**src/rtl/inst_read_matrix.sv**
```systemverilog
// Read-only AXI-Lite instruction matrix: round-robin over masters, base/mask decode
// over slaves, local DECERR for unmapped addresses, one transaction in flight.

module inst_read_matrix_dec #(
  parameter int                ADDR_W = 64,
  parameter logic [ADDR_W-1:0] BASE   = '0,
  parameter logic [ADDR_W-1:0] MASK   = '0
) (
  input  logic [ADDR_W-1:0] addr,
  output logic              hit
);
  assign hit = ((addr & MASK) == BASE);
endmodule

module inst_read_matrix #(
  parameter int NUM_MASTERS = 2,
  parameter int NUM_SLAVES  = 2,
  parameter int ADDR_W      = 64,
  parameter int DATA_W      = 64,
  parameter logic [NUM_SLAVES*ADDR_W-1:0] SLAVE_BASE =
    {64'h0000_0000_8000_0000, 64'h0000_0000_0000_0000},
  parameter logic [NUM_SLAVES*ADDR_W-1:0] SLAVE_MASK =
    {64'hFFFF_FFFF_F000_0000, 64'hFFFF_FFFF_FFFF_0000}
) (
  input  logic                          ACLK,
  input  logic                          ARESETn,
  input  logic [NUM_MASTERS-1:0]        M_ARVALID,
  output logic [NUM_MASTERS-1:0]        M_ARREADY,
  input  logic [NUM_MASTERS*ADDR_W-1:0] M_ARADDR,
  input  logic [NUM_MASTERS*3-1:0]      M_ARPROT,
  output logic [NUM_MASTERS-1:0]        M_RVALID,
  input  logic [NUM_MASTERS-1:0]        M_RREADY,
  output logic [DATA_W-1:0]             M_RDATA,
  output logic [1:0]                    M_RRESP,
  output logic [NUM_SLAVES-1:0]         S_ARVALID,
  input  logic [NUM_SLAVES-1:0]         S_ARREADY,
  output logic [ADDR_W-1:0]             S_ARADDR,
  output logic [2:0]                    S_ARPROT,
  input  logic [NUM_SLAVES-1:0]         S_RVALID,
  output logic [NUM_SLAVES-1:0]         S_RREADY,
  input  logic [NUM_SLAVES*DATA_W-1:0]  S_RDATA,
  input  logic [NUM_SLAVES*2-1:0]       S_RRESP
);
  localparam int GW = (NUM_MASTERS > 1) ? $clog2(NUM_MASTERS) : 1;
  localparam int SW = (NUM_SLAVES > 1) ? $clog2(NUM_SLAVES) : 1;
  localparam logic [NUM_SLAVES-1:0][ADDR_W-1:0] BASE_ARR = SLAVE_BASE;

  typedef enum logic [1:0] {IDLE, ADDR, DATA, ERR} state_t;

  state_t state, state_nxt;
  logic [GW-1:0] last_grant, grant, rr_idx;
  logic [SW-1:0] sel, hit_sel;
  logic [ADDR_W-1:0] addr_q;
  logic [2:0] prot_q;
  logic rr_found, any_req, any_hit;
  logic [NUM_SLAVES-1:0] hit;

  logic [NUM_MASTERS-1:0][ADDR_W-1:0] m_addr;
  logic [NUM_MASTERS-1:0][2:0]        m_prot;
  logic [NUM_SLAVES-1:0][DATA_W-1:0]  s_data;
  logic [NUM_SLAVES-1:0][1:0]         s_resp;
  logic [ADDR_W-1:0] req_addr;
  logic [2:0]        req_prot;

  assign m_addr = M_ARADDR;
  assign m_prot = M_ARPROT;
  assign s_data = S_RDATA;
  assign s_resp = S_RRESP;

  // Round-robin: first requester found searching upward from last_grant+1.
  always_comb begin
    logic [GW-1:0] idx;
    rr_found = 1'b0;
    rr_idx   = '0;
    idx      = '0;
    for (int i = 1; i <= NUM_MASTERS; i++) begin
      idx = GW'((int'(last_grant) + i) % NUM_MASTERS);
      if (!rr_found && M_ARVALID[idx]) begin
        rr_found = 1'b1;
        rr_idx   = idx;
      end
    end
  end

  assign any_req  = |M_ARVALID;
  assign req_addr = m_addr[rr_idx];
  assign req_prot = m_prot[rr_idx];

  for (genvar s = 0; s < NUM_SLAVES; s++) begin : g_dec
    inst_read_matrix_dec #(
      .ADDR_W (ADDR_W),
      .BASE   (SLAVE_BASE[s*ADDR_W +: ADDR_W]),
      .MASK   (SLAVE_MASK[s*ADDR_W +: ADDR_W])
    ) u_dec (
      .addr (req_addr),
      .hit  (hit[s])
    );
  end

  // Overlapping windows resolve to the lowest slave index.
  always_comb begin
    hit_sel = '0;
    for (int s = NUM_SLAVES - 1; s >= 0; s--)
      if (hit[s]) hit_sel = SW'(s);
  end
  assign any_hit = |hit;

  always_ff @(posedge ACLK) begin
    if (!ARESETn) begin
      state      <= IDLE;
      last_grant <= GW'(NUM_MASTERS - 1);
      grant      <= '0;
      sel        <= '0;
      addr_q     <= '0;
      prot_q     <= '0;
    end else begin
      state <= state_nxt;
      if (state == IDLE && any_req) begin
        grant      <= rr_idx;
        last_grant <= rr_idx;
        sel        <= hit_sel;
        addr_q     <= req_addr;
        prot_q     <= req_prot;
      end
    end
  end

  always_comb begin
    state_nxt = state;
    case (state)
      IDLE: if (any_req) state_nxt = any_hit ? ADDR : ERR;
      ADDR: if (S_ARREADY[sel]) state_nxt = DATA;
      DATA: if (S_RVALID[sel] && M_RREADY[grant]) state_nxt = IDLE;
      ERR:  if (M_RREADY[grant]) state_nxt = IDLE;
      default: state_nxt = IDLE;
    endcase
  end

  always_comb begin
    M_ARREADY = '0;
    M_RVALID  = '0;
    M_RDATA   = '0;
    M_RRESP   = '0;
    S_ARVALID = '0;
    S_ARADDR  = '0;
    S_ARPROT  = '0;
    S_RREADY  = '0;
    case (state)
      IDLE: M_ARREADY[rr_idx] = any_req & ARESETn;
      ADDR: begin
        S_ARVALID[sel] = 1'b1;
        S_ARADDR       = addr_q - BASE_ARR[sel];
        S_ARPROT       = prot_q;
      end
      DATA: begin
        M_RVALID[grant] = S_RVALID[sel];
        S_RREADY[sel]   = M_RREADY[grant];
        M_RDATA         = s_data[sel];
        M_RRESP         = s_resp[sel];
      end
      ERR: begin
        M_RVALID[grant] = 1'b1;
        M_RRESP         = 2'b11;
      end
      default: ;
    endcase
  end
endmodule

```
**config.mk**
```make
export PLATFORM = sky130hd
export DESIGN_NAME = inst_read_matrix
export DESIGN_NICKNAME = d
export VERILOG_FILES = /design/src/rtl/inst_read_matrix.sv
export SDC_FILE = /design/constraint.sdc
export NUM_CORES = 1
export LEC_CHECK = 0
export ABC_AREA = 1
export CORE_AREA = 2 2 160 162
export DETAILED_ROUTE_END_ITERATION = 7
export DIE_AREA = 0 0 162 164
export GPL_ROUTABILITY_DRIVEN = 0
export PLACE_DENSITY = 0.58
export SLEW_MARGIN = 20
export SYNTH_ARGS = -nofsm -noshare
export SYNTH_HDL_FRONTEND = slang
export SYNTH_SLANG_ARGS = --single-unit
```
**constraint.sdc**
```tcl
create_clock -name ACLK -period 2.6 [get_ports ACLK]
set_input_delay 0.52 -clock ACLK [delete_from_list [all_inputs] [get_ports ACLK]]
set_output_delay 0.52 -clock ACLK [all_outputs]
set_load 0.05 [all_outputs]
```
---- After elaboration in Yosys (flattened, before gate mapping) ----
Index checks and enable logic that the tools add are counted.
operators by class
  $lt $le $gt $ge ......................... 8
  eq/ne operators ......................... 8
  muxes and demuxes ....................... 45
  reductions and logical operators ........ 12
  $add $sub $neg .......................... 3
  bitwise logic cells ..................... 4
operators with widths
  operator             number
  $mux 64              7
  $logic_not 64->1     1
  $sub 64x64->64       1
  $eq 36x4->1 const B  1
  $mux 32              1
  $mux 2               10
  $mux 1               18
  $lt 1x2->1 const B   5
  $mux 3               3
  $ne 2x2->1 const B   4
  $pmux 2 s2           2
  $pmux 2 s4           1
  $and 2x2->2          3
  $logic_and 1x1->1    6
  $eq 2x2->1 const B   2
  $reduce_and 4->1     1
  $reduce_or 2->1      2
  $demux 1 s1          3
  $ge 1x1->1 const B   3
  $add 1x1->1 const B  2
  $eq 2x1->1 const B   1
  $logic_not 2->1      1
  $and 1x1->1          1
  $logic_not 1->1      1
storage, ports and cells
  output and inout bits ................... 141
  word-level logic and storage cells ...... 86
  bits of input ports ..................... 276
  register bits ........................... 72

---- Logic depth before layout (Yosys ltp) ----
  word-level depth ........................ 14
  depth in mapped cells ................... 13
  depth with buffers taken out ............ 13

---- By module ----
Synthesis repeated with hierarchy kept, for this count alone.
second synthesis, totals
  cells, all modules ...................... 1143
  area, all modules ....................... 6259.8 um^2
modules (own cells, without submodules)
  module                                  sequential area each (um^2)  times used  cells each  area each (um^2)
  inst_read_matrix                        1441.4                       1           1048        5885.6
  inst_read_matrix_dec at g_dec[0].u_dec  0.0                          1           61          241.5
  inst_read_matrix_dec at g_dec[1].u_dec  0.0                          1           34          132.6

---- Worst setup path before layout ----
Ideal clock, no wire load.
  path type ............................... flip-flop to output port
  start point ............................. reg sel
  end point ............................... out S_RREADY[1]
  path buffers ............................ 2
  stages on the path, launching flop included .. 5
  arrival ................................. 2.390 ns
  data required time ...................... 2.080 ns
  slack ................................... -0.310 ns
  path through ............................ dfxtp_1 buf_2 clkinv_1 clkbuf_1 nor4_1
on the way
  cells in the longest elaborated chain, start to end .. 6
  elaborated cells on any way between the ends .. 7
  classes of those cells .................. 2 x order compare; 3 x mux; 1 x bitwise; 1 x reduce/logical
ends and longest elaborated chain
  what                                                            RTL line  RTL
  start, declared                                                 52        logic [SW-1:0] sel, hit_sel;
  start signal, assigned                                          121       sel <= hit_sel;
  $lt 1x2->1 (not written as such) or $ge 1x1->1 (tied branches)  157       S_RREADY[sel] = M_RREADY[grant];
  $logic_and 1x1->1 (not written as such)                         157
  $mux 1 (not written as such)                                    157
  $demux 1 s1 *                                                   157
  $and 2x2->2 (no line) *                                         -
  $mux 2 *                                                        148       case (state)
  end, declared                                                   40        output logic [NUM_SLAVES-1:0] S_RREADY,
Every way passes the cells marked *; elsewhere a longest branch is shown, timed or not.

---- Worst setup path after layout ----
  start point ............................. reg addr_q[31]
  end point ............................... out S_ARADDR[58]
on the way
  cells in the longest elaborated chain, start to end .. 2
ends and longest elaborated chain
  what                    RTL line  RTL
  start, declared         53        logic [ADDR_W-1:0] addr_q;
  start signal, assigned  122       addr_q <= req_addr;
  $sub 64x64->64          152       S_ARADDR = addr_q - BASE_ARR[sel];
  $mux 64                 148
  end, declared           37        output logic [ADDR_W-1:0] S_ARADDR,
No other way between the ends.

==> impl_metrics.json <==
{
  "hold_buffers": 0,
  "clock_latency_ns": 0.33,
  "violations": "negative setup slack",
  "cpPeakStageDelay_ns": 0.32,
  "fin_crit_ns": 2.67,
  "wl_per_cell_microns": 16.3,
  "dpl_cell_area_sq_um": 12100,
  "r2r_slack_ns": 0.60,
  "synth.distinct_cells": 33,
  "cp.required_ns": 2.08,
  "area_growth_pct": 111,
  "whs_path_depth": 2,
  "path_max_fanout": 3,
  "cts_sinks": 72,
  "ys_seq_elements": 72,
  "synth_edf_count": 0,
  "drive_gt1_share_pct": 18.3,
  "hold_path_class": "reg2reg",
  "die_h_microns": 164,
  "yosysTopAreaCell": "dfxtp_1",
  "multi_input_area_sq_um": 3960,
  "rsz0062_at_grt": "yes",
  "worst_pin_slew_ns": 0.655,
  "grt_max_degree": 81,
  "setup_ws_ns": -0.0746,
  "antenna_found_initial": 3,
  "slew_viol_final": 0,
  "setup_viol": 7,
  "yosys_warnings": 0,
  "crit_arrival_ns": 2.15,
  "path_class": "reg2out",
  "place_ws_ns": -0.00355,
  "drv_cap": 0,
  "clockBufferDepth": 2,
  "hold_ws_ns": 0.503,
  "syn_area_sq_um": 6000,
  "fin_area_sq_um": 12700,
  "chipWidth_microns": 162,
  "cts_buffers": 9,
  "fin_crit_sh_pct": 103,
  "post_synth.cell_area_avg_sq_um": 5.64,
  "die_area_sq_um": 26600,
  "wl_microns": 29600,
  "cts_max_level": 3,
  "yosys.area.top_type_share_pct": 24.0,
  "clockRootBuffer": "clkbuf_16",
  "placementRows": 58,
  "dpl.hpwl_microns": 23500,
  "outcome": "finished, violations left",
  "synth_ff_type": "dfxtp_1",
  "port_buffers": 416,
  "num_vias": 8556,
  "drt-initial-drc-count": 499,
  "whs_endpoint": "last_grant",
  "cts_tree": "yes",
  "r2r_start": "sel",
  "cp-start-kind": "flop",
  "crit_slowest_cell": "dfxtp_2",
  "powerDensity_nw_per_um2": 606,
  "cp-end-kind": "output pin",
  "crit_top_cell": "inv_2",
  "worst_ir_drop_vdd_uv": 258,
  "synthTopCellsByArea": "dfxtp_1 (24%), nand2_1 (17%), nand3_1 (12%), o21ai_0 (7.5%), inv_1 (7.3%)",
  "dr.pass1.iters": 5,
  "grt_pass1_vias": 7940,
  "syn-instance-count": 1065,
  "viasPerCell": 4.72,
  "rr_worst_depth": 8,
  "synthArstFlopShare_pct": 0,
  "synth-seq-area-share_pct": 24.0,
  "setup_tns_ns": -0.335,
  "grt_first_pass_wirelength_microns": 43900,
  "fin_nets": 1754,
  "cp_cell_sequence": "inv_2 -> ha_4 -> inv_1 -> nor2_2 -> inv_2 -> nor2_4 -> nand3_2 -> inv_2 -> buf_12 -> nand2_4 -> nor2_4 -> a31oi_2 -> nor2_2 -> buf_12",
  "fin_worst_skew_ns": 0.0158,
  "final_antenna_net_count": 0,
  "coreArea_sq_um": 24800,
  "slew_headroom_pct": 55.9,
  "drc": 0,
  "timing.rr.end": "state[1]",
  "num_io_pins": 417,
  "grt-ovfl-total": 0,
  "track_usage_pct": 20.9,
  "holdCritStartpoint": "last_grant",
  "timing.fmax_mhz": 374,
  "path_clk_slew_ns": 0.07,
  "ff_latch_area_sq_um": 1440,
  "p_leak_nw": 5.44,
  "hold_violations": 0,
  "fillerInstances": 2396,
  "syn_nets": 1343,
  "start_util_pct": 24.2
}
==> sequential cells by signal, indices dropped and copies added (netlist names) <==
register and cells:
addr_q 64, grant 1, last_grant 1, prot_q 3
sel 1, state 2
==> layout by cell type (no fill, tap or decap), types with 3 or more instances in the layout <==
cell	n
buf_12	149
a21oi_1	63
clkbuf_16	9
nand2_4	3
nand4_1	6
nor4_2	5
nor2_2	13
buf_4	48
inv_2	6
inv_1	112
nor3_1	4
a31oi_1	19
nor2_1	98
dfxtp_1	70
o21ai_1	8
buf_6	3
o21ai_0	85
xnor2_1	4
clkdlybuf4s50_1	273
a21oi_2	6
nand3b_1	36
nor2_4	7
nand2_1	270
nand3_1	147
xor2_1	8
==> metal layers <==
metal	share of wire, %	track usage [%]
met3	7.9	4.80
met1	42	26.7
met2	48	35.5
met4	1.9	5.59
met5	0.044	0
==> cell families (layout without fill, tap and decap cells) <==
family	count (synthesis)	in the layout	share of synthesized area [%]
XOR/XNOR	12	12	1.75
adder cells (fa/ha/maj)	2	2	0.417
other	0	1	0
AND/OR/NAND/NOR	600	600	44.5
buffers and inverters	194	610	13.4
AO/OA/AOI/OAI	185	185	16.0
flip-flops	72	72	24.0
==> what timing repair did <==
item	in CTS	in global routing
gates resized for setup	31	24
cloned	0	0
setup endpoints to repair	20	71
buffers inserted	8	7
pin swaps	11	9
==> where the power goes <==
group	total [W]	switching [W]	leakage, nW	internal [W]
clock network	0.00120	0.000515	0.137	0.000680
logic	0.00485	0.00276	4.70	0.00209
registers	0.00163	0.000256	0.599	0.00138
==> layout make-up <==
class                           count  share of cell area, %
Timing Repair Buffer              475                   48.3
Multi-Input combinational cell    799                   31.3
Sequential cell                    72                   11.4
Inverter                          119                   3.54
Tap cell                          330                   3.26
Clock buffer                       11                   1.92
Clock inverter                      5                  0.306
Antenna cell                        1                 0.0197
==> through the flow <==
stage	utilization, %	power (W)	cells
finish	51.1	0.00768	1812
global route	51.1	0.00814	1812
CTS	50.5	0.00768	1804
detailed placement	48.7	0.00641	1780
global placement	48.7	0.00639	1780
floorplan	-	0.00406	1065
==> synthesized netlist by cell type, types with 8 or more instances <==
cell and number:
clkbuf_1 34, xor2_1 8, nand3_1 149, buf_1 8, nor2_1 114, buf_2 26
dfxtp_1 72, inv_1 116, nand2_1 272, a31oi_1 20, a21oi_1 69, o21ai_0 90
nand3b_1 36
==> worst max path at each step <==
| stage | startpoint | end | slack [ns] | cells past startpoint |
|---|---|---|---|---|
| floorplan | addr_q[31] | S_ARADDR[52] | 0.03 | 10 |
| global placement | M_ARVALID[0] | sel | 0.04 | 12 |
| detailed placement | M_ARVALID[0] | sel | -0.004 | 12 |
| CTS | addr_q[31] | S_ARADDR[55] | -0.14 | 13 |
| global route | addr_q[31] | S_ARADDR[62] | -0.19 | 14 |
| finish | addr_q[31] | S_ARADDR[58] | -0.07 | 14 |
==> critical path, delay by kind of cell, from the launching register on <==
kind | cells | cell delay [ns]
AOI/OAI and AO/OA | 1 | 0.10
DFF | 1 | 0.32
and+or+nand+nor | 6 | 0.69
buffers and inverters | 6 | 0.57
adders and majority gates | 1 | 0.13
(Power assumes the default switching activity.)
==> RTL edit 1, RTL diff (same settings) <==
Reset style: asynchronous (`ARESETn`), changed in one clocked block.
--- a/src/rtl/inst_read_matrix.sv
+++ b/src/rtl/inst_read_matrix.sv
@@ -107,3 +107,3 @@
 
-  always_ff @(posedge ACLK) begin
+  always_ff @(posedge ACLK or negedge ARESETn) begin
     if (!ARESETn) begin
Formal check against the unedited RTL: differs if ARESETn is asserted again (counterexample within 4 cycles, from zero or initial values and one cycle with ARESETn low); with ARESETn held inactive, the same outputs for 10 cycles.
==> RTL edit 1 against the original RTL <==
  * The run still ends with negative setup slack left
  * Synthesized area up 4.3%
  * Wire length up 8.2%
  * Final area up 2.5%
  * Setup slack worse by 0.080 ns
  * Register-to-register slack worse by 0.22 ns
  * Hold slack worse by 0.095 ns
  * Sequential cell count unchanged
  * Total power up 67%
  * Count of clock-buffer cells in the layout down 1
  * Largest power group unchanged
==> RTL edit 1: results (changes against the original RTL) <==
<table>
<tr><th>Metric</th><th>Value</th></tr>
<tr><th colspan="2">Final layout</th></tr>
<tr><td>Layout fillers</td><td>2,414 (+0.75%)</td></tr>
<tr><td>Final #Nets</td><td>1,721 (-1.9%)</td></tr>
<tr><td>Ratio of cells with drive above 1 in the final layout</td><td>0.199 (+0.0160)</td></tr>
<tr><th colspan="2">Logic synthesis</th></tr>
<tr><td>Area share of fa/ha/maj cells after synthesis</td><td>0.00400 (-0.000170)</td></tr>
<tr><td>Synth Area in Compound Gates</td><td>0.115 (-0.0455)</td></tr>
<tr><td>Commonest cells in the synthesized netlist</td><td>269 x sky130_fd_sc_hd__nand2_1, 145 x sky130_fd_sc_hd__nand3_1, 139 x sky130_fd_sc_hd__nor2_1</td></tr>
<tr><td>Seq/Total Area, Yosys</td><td>0.288 (+0.0480)</td></tr>
<tr><td>Cell types with the largest area share after synthesis</td><td>sky130_fd_sc_hd__dfrtp_1 28%, sky130_fd_sc_hd__nand2_1 16%, sky130_fd_sc_hd__nand3_1 12%</td></tr>
<tr><td>Cells after Synth</td><td>1,042 (-2.2%)</td></tr>
<tr><th colspan="2">Power</th></tr>
<tr><td>P_int</td><td>6.21 mW (+50%)</td></tr>
<tr><td>Leakage power of the design</td><td>5.82 nW (+7.1%)</td></tr>
<tr><td>Max VDD drop</td><td>0.536 mV (+110%)</td></tr>
<tr><th colspan="2">Drt</th></tr>
<tr><td>Total iterations of the first detailed-routing run</td><td>6 (+1)</td></tr>
<tr><td>Vias per inst</td><td>4.73 (+0.16%)</td></tr>
<tr><td>Highest layer used for signal routing</td><td>met4</td></tr>
<tr><th colspan="2">STA</th></tr>
<tr><td>Final count of negative-setup-slack endpoints</td><td>14 (+7)</td></tr>
<tr><td>Worst clock skew on the final layout</td><td>0.00787 ns (-0.00795 ns)</td></tr>
<tr><td>Min setup slack post-route</td><td>-0.155 ns (-0.0804 ns)</td></tr>
<tr><td>Transition time at the pin with the least slew margin</td><td>0.952 ns (+0.297 ns)</td></tr>
<tr><th colspan="2">Critical path</th></tr>
<tr><td>Master of the slowest instance on the critical path</td><td>sky130_fd_sc_hd__dfrtp_1</td></tr>
<tr><td>Critical Path AT</td><td>2.24 ns (+0.09 ns)</td></tr>
<tr><th colspan="2">Outcome</th></tr>
<tr><td>Violated checks</td><td>negative setup slack</td></tr>
<tr><td>Outcome</td><td>complete, but fails checks</td></tr>
<tr><th colspan="2">Placement</th></tr>
<tr><td>Post-placement cell area</td><td>12,300 µm² (+1.6%)</td></tr>
<tr><td>Post-placement worst setup slack</td><td>-0.0603 ns (-0.0568 ns)</td></tr>
<tr><th colspan="2">Global route</th></tr>
<tr><td>Global-route wire length before repair</td><td>46.8 mm (+6.4%)</td></tr>
<tr><td>Global Route met1 Usage</td><td>0.290 (+0.0237)</td></tr>
<tr><th colspan="2">Min path</th></tr>
<tr><td>Worst hold path class</td><td>primary input to async pin</td></tr>
<tr><th colspan="2">Clock tree</th></tr>
<tr><td>Count of cells resized by post-cts repair</td><td>36 (+16%)</td></tr>
</table>
[RTL edit 1: final cells by class]
class,count,area (µm²),area share
timing repair buffer,459,6020,0.463
multi-input combinational,777,4000,0.308
sequential,72,1810,0.139
inverter,124,465,0.0358
tap,330,413,0.0318
clock buffer,10,239,0.0184
clock inverter,5,33.8,0.00260
antenna,4,10.0,0.000770
[RTL edit 1: path summary, 6_finish.rpt]
| path | cells after the start | slack [ns] | from | endpoint |
|---|---|---|---|---|
| worst max-delay path | 11 | -0.16 | addr_q[31] | S_ARADDR[54] |
| worst min-delay path | 2 | 0.41 | ARESETn | addr_q[11] |
| worst max register to register | 11 | 0.38 | sel | state[1] |
| worst min register to register | 2 | 0.48 | addr_q[24] | addr_q[24] |
| max in group asynchronous | 2 | 1.47 | ARESETn | sel |
| min in group ACLK | 2 | 0.48 | addr_q[24] | addr_q[24] |
==> RTL edit 2, RTL diff (config.mk and constraints unchanged) <==
Without the edit above. The 4 states of `state_t` get a one-hot encoding in 4 bits.
--- a/src/rtl/inst_read_matrix.sv
+++ b/src/rtl/inst_read_matrix.sv
@@ -47,3 +47,3 @@
 
-  typedef enum logic [1:0] {IDLE, ADDR, DATA, ERR} state_t;
+  typedef enum logic [3:0] {IDLE = 4'b0001, ADDR = 4'b0010, DATA = 4'b0100, ERR = 4'b1000} state_t;
 
Function: same outputs for any inputs over 10 cycles, from zero or initial values and one cycle with ARESETn low; not proved beyond that.
==> RTL edit 2 against the original RTL <==
  * The run still ends with negative setup slack left
  * Wire length up 4.8%
  * Die area stayed put
  * Final area about the same
  * Synthesized area up 4.1%
  * Sequential cell count increased by 2
  * Setup slack worse by 0.046 ns
  * Hold slack lost 0.017 ns
Power is not compared: it rests on default switching activity, and its combinational part moved more than twofold at a synthesized area within 25%.
==> RTL edit 2: results (changes against the original RTL) <==
<table>
<tr><th>Metric</th><th>Value</th></tr>
<tr><th colspan="2">Logic synthesis</th></tr>
<tr><td>Cell types with the largest area share after synthesis</td><td>sky130_fd_sc_hd__dfxtp_1 24%, sky130_fd_sc_hd__nand2_1 16%, sky130_fd_sc_hd__nand3_1 13%</td></tr>
<tr><td>Seq/Total Area, Yosys</td><td>0.237 (-0.00302)</td></tr>
<tr><td>Cells after Synth</td><td>1,101 (+3.4%)</td></tr>
<tr><td>Synth unique cells</td><td>32 (-3.0%)</td></tr>
<tr><th colspan="2">Critical path</th></tr>
<tr><td>Reg-to-reg critical path startpoint</td><td>last_grant</td></tr>
<tr><td>Reg2Reg Setup Slack</td><td>0.65 ns (+0.05 ns)</td></tr>
<tr><td>Dominant cell type by count on the critical path</td><td>sky130_fd_sc_hd__ha_4</td></tr>
<tr><td>Critical Path AT</td><td>2.20 ns (+0.05 ns)</td></tr>
<tr><th colspan="2">Final layout</th></tr>
<tr><td>Layout fillers</td><td>2,478 (+3.4%)</td></tr>
<tr><td>Ratio of cells with drive above 1 in the final layout</td><td>0.175 (-0.00820)</td></tr>
<tr><td>Number of antenna cells inserted</td><td>0 (-1)</td></tr>
<tr><td>Post-route insts no fill</td><td>1,829 (+0.94%)</td></tr>
<tr><td>Registers with the most flip-flops</td><td>addr_q x64, state x4, prot_q x3</td></tr>
<tr><th colspan="2">Clock tree</th></tr>
<tr><td>Count of cells resized by post-cts repair</td><td>27 (-13%)</td></tr>
<tr><th colspan="2">Outcome</th></tr>
<tr><td>Violated checks</td><td>negative setup slack</td></tr>
<tr><td>Outcome</td><td>complete, but fails checks</td></tr>
<tr><th colspan="2">Global route</th></tr>
<tr><td>Initial antenna violation count</td><td>0 (-3)</td></tr>
<tr><td>Total global-route track usage</td><td>0.220 (+0.0108)</td></tr>
<tr><td>Vias in the first global route</td><td>8,098 (+2.0%)</td></tr>
<tr><td>Global-route wire length before repair</td><td>46.2 mm (+5.1%)</td></tr>
<tr><td>Largest net degree at the start of global routing</td><td>138 (+70%)</td></tr>
<tr><th colspan="2">Drt</th></tr>
<tr><td>Total via count after detailed routing</td><td>8,788 (+2.7%)</td></tr>
<tr><td>Iteration-0 DRC Markers</td><td>615 (+23%)</td></tr>
<tr><th colspan="2">STA</th></tr>
<tr><td>Final TNS setup</td><td>-0.777 ns (-0.442 ns)</td></tr>
<tr><td>Min setup slack post-route</td><td>-0.120 ns (-0.0458 ns)</td></tr>
<tr><td>Final count of negative-setup-slack endpoints</td><td>11 (+4)</td></tr>
<tr><td>Max-slew headroom at the worst pin</td><td>0.562 (+0.00318)</td></tr>
<tr><td>Worst clock skew on the final layout</td><td>0.0117 ns (-0.00409 ns)</td></tr>
<tr><th colspan="2">Placement</th></tr>
<tr><td>Post-placement cell area</td><td>12,100 µm² (+0.44%)</td></tr>
<tr><td>Total half-perimeter wirelength after legalization and detailed placement</td><td>24.4 mm (+4.0%)</td></tr>
</table>
RTL edit 2: path summary, 6_finish.rpt:
kind / cells past startpoint / end
max: 13 / S_ARADDR[53]
min: 2 / last_grant
min reg2reg: 2 / last_grant
max reg2reg: 11 / sel
RTL edit 2: metrics by stage:
stage	setup WS, ns	hold slack (ns)	power [mW]
after floorplan	0.0103	0.449	2.60
after CTS	-0.210	0.486	4.80
final	-0.120	0.486	4.83
after global routing	-0.268	0.510	5.13
after global placement	-0.0166	0.461	3.48
after detailed placement	-0.0501	0.472	3.50
RTL edit 2: cell families after synthesis:
| kind of cell | count (synthesis) | share of synthesized area |
|---|---|---|
| AO/OA/AOI/OAI | 181 | 0.150 |
| flip-flops | 74 | 0.237 |
| multiplexers | 1 | 0.00160 |
| XOR/XNOR | 12 | 0.0168 |
| adder cells (fa/ha/maj) | 2 | 0.00400 |
| buffers and inverters | 209 | 0.142 |
| AND/OR/NAND/NOR | 622 | 0.448 |
RTL edit 2: area by class of cell:
class,instances,area [µm²],share of cell area
inverters,132,495,0.0391
multi-input cells,818,4070,0.321
well taps,330,413,0.0326
repair buffers,460,5920,0.467
flip-flops and latches,74,1490,0.117
clock inverters,6,67.6,0.00533
clock buffers,9,225,0.0178
RTL edit 2: per-layer routing:
metal / part of all wire / routed length, µm / vias up / global-route usage
met5: 0 / 0 / - / 0
met3: 0.094 / 2920 / 38 / 0.0571
met4: 0.017 / 519 / 0 / 0.0495
met2: 0.49 / 15200 / 410 / 0.383
li1: - / - / 4359 / -
met1: 0.40 / 12400 / 3981 / 0.272
RTL edit 2: power by group:
group,internal (mW),switching [mW]
Sequential,1.37,0.216
Clock,0.741,0.514
Combinational,0.883,1.10
